### src/rtl/full_adder_4bit_pkg.sv
// rtl/full_adder_4bit_pkg.sv - shared constants for the registered ripple adder
package full_adder_4bit_pkg;

  localparam int DEFAULT_WIDTH = 4;

endpackage

### src/rtl/full_adder_4bit_if.sv
// rtl/full_adder_4bit_if.sv - operand/result bundle for the registered ripple adder
interface full_adder_4bit_if
  import full_adder_4bit_pkg::*;
#(
  parameter int WIDTH = DEFAULT_WIDTH
) ();

  logic             in_valid;
  logic [WIDTH-1:0] A;
  logic [WIDTH-1:0] B;
  logic             Cin;
  logic             out_valid;
  logic [WIDTH-1:0] S;
  logic             Cout;
  logic             Ovf;

  modport master (
    output in_valid, A, B, Cin,
    input  out_valid, S, Cout, Ovf
  );

  modport slave (
    input  in_valid, A, B, Cin,
    output out_valid, S, Cout, Ovf
  );

endinterface

### src/rtl/full_adder_1bit.sv
// rtl/full_adder_1bit.sv - combinational 1-bit full-adder cell
module full_adder_1bit (
  input  logic a,
  input  logic b,
  input  logic cin,
  output logic s,
  output logic cout
);

  assign s    = a ^ b ^ cin;
  assign cout = (a & b) | (a & cin) | (b & cin);

endmodule

### src/rtl/full_adder_4bit.sv
// rtl/full_adder_4bit.sv - registered ripple-carry adder with carry-out and signed overflow
module full_adder_4bit
  import full_adder_4bit_pkg::*;
#(
  parameter int WIDTH = DEFAULT_WIDTH
) (
  input  logic              clk,
  input  logic              rst,
  full_adder_4bit_if.slave  bus
);

  logic [WIDTH:0]   carry;
  logic [WIDTH-1:0] sum;

  logic [WIDTH-1:0] s_q, s_d;
  logic             cout_q, cout_d;
  logic             ovf_q, ovf_d;
  logic             valid_q, valid_d;

  assign carry[0] = bus.Cin;

  for (genvar i = 0; i < WIDTH; i++) begin : g_cell
    full_adder_1bit u_cell (
      .a    (bus.A[i]),
      .b    (bus.B[i]),
      .cin  (carry[i]),
      .s    (sum[i]),
      .cout (carry[i+1])
    );
  end

  // Results only move on an accepted operand set; otherwise the last one is held.
  always_comb begin
    s_d     = s_q;
    cout_d  = cout_q;
    ovf_d   = ovf_q;
    valid_d = 1'b0;
    if (bus.in_valid) begin
      s_d     = sum;
      cout_d  = carry[WIDTH];
      ovf_d   = carry[WIDTH] ^ carry[WIDTH-1];
      valid_d = 1'b1;
    end
  end

  always_ff @(posedge clk) begin
    if (rst) begin
      s_q     <= '0;
      cout_q  <= 1'b0;
      ovf_q   <= 1'b0;
      valid_q <= 1'b0;
    end else begin
      s_q     <= s_d;
      cout_q  <= cout_d;
      ovf_q   <= ovf_d;
      valid_q <= valid_d;
    end
  end

  assign bus.S         = s_q;
  assign bus.Cout      = cout_q;
  assign bus.Ovf       = ovf_q;
  assign bus.out_valid = valid_q;

endmodule

### src/flat_wrapper.sv
// flat-port wrapper written by rule: the top's interface ports become plain ports
module full_adder_4bit_flat import full_adder_4bit_pkg::*;
#(
  parameter int WIDTH = DEFAULT_WIDTH
)
  (clk, rst, bus_in_valid, bus_A, bus_B, bus_Cin, bus_out_valid, bus_S, bus_Cout, bus_Ovf);
  full_adder_4bit_if #(.WIDTH(WIDTH)) bus_i ();
  input  logic clk;
  input  logic rst;
  input wire logic [$bits(bus_i.in_valid)-1:0] bus_in_valid;
  input wire logic [$bits(bus_i.A)-1:0] bus_A;
  input wire logic [$bits(bus_i.B)-1:0] bus_B;
  input wire logic [$bits(bus_i.Cin)-1:0] bus_Cin;
  output wire logic [$bits(bus_i.out_valid)-1:0] bus_out_valid;
  output wire logic [$bits(bus_i.S)-1:0] bus_S;
  output wire logic [$bits(bus_i.Cout)-1:0] bus_Cout;
  output wire logic [$bits(bus_i.Ovf)-1:0] bus_Ovf;
  assign bus_i.in_valid = bus_in_valid;
  assign bus_i.A = bus_A;
  assign bus_i.B = bus_B;
  assign bus_i.Cin = bus_Cin;
  assign bus_out_valid = bus_i.out_valid;
  assign bus_S = bus_i.S;
  assign bus_Cout = bus_i.Cout;
  assign bus_Ovf = bus_i.Ovf;
  full_adder_4bit #(.WIDTH(WIDTH)) u_core (.clk(clk), .rst(rst), .bus(bus_i));
endmodule
### config.mk
export PLATFORM = sky130hd
export DESIGN_NAME = full_adder_4bit_flat
export DESIGN_NICKNAME = d
export VERILOG_FILES = /design/src/rtl/full_adder_4bit_pkg.sv /design/src/rtl/full_adder_4bit_if.sv /design/src/rtl/full_adder_1bit.sv /design/src/rtl/full_adder_4bit.sv /design/src/flat_wrapper.sv
export SDC_FILE = /design/constraint.sdc
export NUM_CORES = 1
export LEC_CHECK = 0
export CORE_AREA = 4 4 41 43
export CTS_CLUSTER_SIZE = 10
export DETAILED_ROUTE_END_ITERATION = 10
export DIE_AREA = 0 0 45 47
export GPL_TIMING_DRIVEN = 0
export PLACE_DENSITY = 0.59
export SLEW_MARGIN = 40
export SYNTH_ARGS = -nofsm -noshare
export SYNTH_HDL_FRONTEND = slang
export SYNTH_SLANG_ARGS = --single-unit
### constraint.sdc
create_clock -name clk -period 5.6 [get_ports clk]
set_input_delay 1.12 -clock clk [delete_from_list [all_inputs] [get_ports clk]]
set_output_delay 1.12 -clock clk [all_outputs]
set_load 0.02 [all_outputs]
==> flow_summary.json <==
{
  "status": "complete, no violations",
  "worstSetupEndpointType": "register",
  "nNetsFinal": 71,
  "grt_pass1_wl_mm": 1.17,
  "dieArea_mm2": 0.00212,
  "synth_area_leaders": "dfxtp_1 (39%), fa_1 (22%), inv_1 (7.4%)",
  "startpoint_type": "input pin",
  "synth_fp_nets": 49,
  "drt.antenna.violating_nets": 0,
  "cp.required_ps": 5760,
  "cp_common_cell": "fa_1",
  "maxSlewViolCount": 0,
  "cap_violations": 0,
  "power_density_mw_per_mm2": 248,
  "chipWidth_um": 45,
  "grt_pass1_vias": 281,
  "clockBufferDepth": 2,
  "period_minus_slack_ps": 3140,
  "drtIter0Drc": 6,
  "critical_path.max_stage_delay_ps": 430,
  "synth_top_area_share_pct": 39.3,
  "leakagePower_nw": 0.254,
  "synth_area_per_cell_um2": 10.8,
  "vias_per_cell": 4.00,
  "worstMarginPinSlew_ps": 337,
  "htree_levels": 1,
  "cts-root-buf": "clkbuf_4",
  "grt_max_degree": 11,
  "synth_seq_cells": 7,
  "syn_inst": 33,
  "die_y_um": 47,
  "post_cts_buffers": 0,
  "crit_chain": "clkdlybuf4s50_1 > inv_1 > fa_1 > inv_1 > fa_1 > fa_1 > inv_1 > fa_1 > a211oi_1",
  "cp.arrival_ps": 3300,
  "crit_slowest_cell": "fa_1",
  "rows": 13,
  "post-route-period-util_pct": 56.1,
  "core_mm2": 0.00130,
  "fin_skew_ps": 0,
  "layout_common_cells": "clkdlybuf4s50_1 (17), inv_1 (7), dfxtp_1 (7), nor2_1 (5), fa_1 (4)",
  "antenna_found_initial": 0,
  "fmax_mhz": 319,
  "ir_drop_uv": 125,
  "cp_max_fo": 2,
  "wire_per_inst_um": 9.67,
  "drt_first_pass_iters": 4,
  "pin_count": 19,
  "clock_sinks": 7,
  "seq_area_um2": 140,
  "relSlewSlack_pct": 77.5,
  "clk_pin_slew_ps": 50,
  "clk_latency_ps": 250,
  "seq_area_frac_synth_pct": 39.3,
  "drive_above_1_share_pct": 9.26,
  "dpl.hpwl_um": 545,
  "tns_ps": 0,
  "multiInputGateArea_um2": 179,
  "cts_buffers": 3,
  "synth.distinct_cells": 11,
  "fill_cells": 149,
  "r2r_slack_ps": 4910,
  "worst_hold_path_type": "reg2reg",
  "final_common_cell": "clkdlybuf4s50_1",
  "portBuffers": 17,
  "hold_buffers": 0,
  "wirelength_um": 667,
  "drc_errors": 0,
  "cts_tree": "built",
  "grt-ovfl-total": 0,
  "syn_area_um2": 357,
  "synth-warning-count": 0,
  "grt_usage_pct": 8.36,
  "rsz0062_at_grt": "false",
  "finalSetupViolations": 0,
  "start_util_pct": 27.4,
  "cts_resized": 0,
  "instances_no_fill": 69,
  "finalHoldViolCount": 0,
  "path_class": "in2reg",
  "gp_congestion": 0.579,
  "syn_to_final_growth_pct": 60.4,
  "synth_largest_area_cell": "dfxtp_1",
  "placed_cells": 65,
  "vias": 276,
  "antenna_cells": 0
}
==> cells in the mapped netlist (all sizes together) <==
master	n
fa	4
buf	1
dfxtp	7
a211oi	3
xnor2	1
nor2b	1
a21o	1
mux2i	2
nor3b	1
inv	7
nor2	5
==> layer usage <==
metal  wire length [um]  track usage, %  up-vias  share of wire (%)
met2                284            10.5       16                 43
met3                 82            5.75        0                 12
li1                   -               -      142                  -
met1                300            10.2      118                 45
met5                  0               0        -                  0
met4                  0            5.26        0                  0
==> layout make-up <==
cell class                 count  area share [%]
tap                           15            3.28
sequential                     7            24.5
multi-input combinational     18            31.3
inverter                       7            4.60
clock buffer                   4            4.60
buffer                         1            1.97
timing repair buffer          17            29.8
==> cells by family (layout without fill, tap and decap cells) <==
family	count (synthesis)	in the layout	synth area share [%]
AO/OA/AOI/OAI	4	4	8.42
AND/OR/NAND/NOR	7	7	11.2
XOR/XNOR	1	1	2.46
flip-flops	7	7	39.3
buffers and inverters	8	29	10.5
multiplexers	2	2	5.61
adder cells (fa/ha/maj)	4	4	22.5
==> worst max-delay path, delay by kind of cell <==
| family | cells | cell delay (ps) |
|---|---|---|
| adder cells (fa/ha/maj) | 4 | 1360 |
| buffers and inverters | 4 | 600 |
| AO/OA/AOI/OAI | 1 | 220 |
==> state kept, by name, summed over array words and instances, names as in the netlist <==
register	cells
u_core.bus.Cout	1
u_core.bus.Ovf	1
u_core.bus.out_valid	1
u_core.bus.S	4
==> stage by stage <==
stage               instance area [um2]  hold slack [ps]  utilization [%]  power [mW]  worst slack (ps)
floorplan                           357              547                -      0.0777              2690
global placement                    546              468             41.9      0.0973              2200
detailed placement                  546              479             41.9      0.0980              2190
CTS                                 572              482             43.9       0.145              2440
global route                        572              498             43.9       0.154              2330
finish                              572              478             43.9       0.142              2460
==> power by group <==
part           internal (mW)  switching, mW  leakage, nW
combinational         0.0222         0.0173        0.181
sequential            0.0545        0.00196       0.0581
clock                 0.0272         0.0186       0.0150
total                  0.104         0.0379        0.254
==> worst paths after layout <==
kind	end	depth (start not counted)	start
worst max-delay path	u_core.bus.S[3]	9	bus_Cin
worst max register to register	u_core.bus.Ovf	2	u_core.bus.Ovf
worst min-delay path	u_core.bus.S[0]	2	u_core.bus.S[0]
worst min register to register	u_core.bus.S[0]	2	u_core.bus.S[0]
Power figures use the tool's default switching activity.
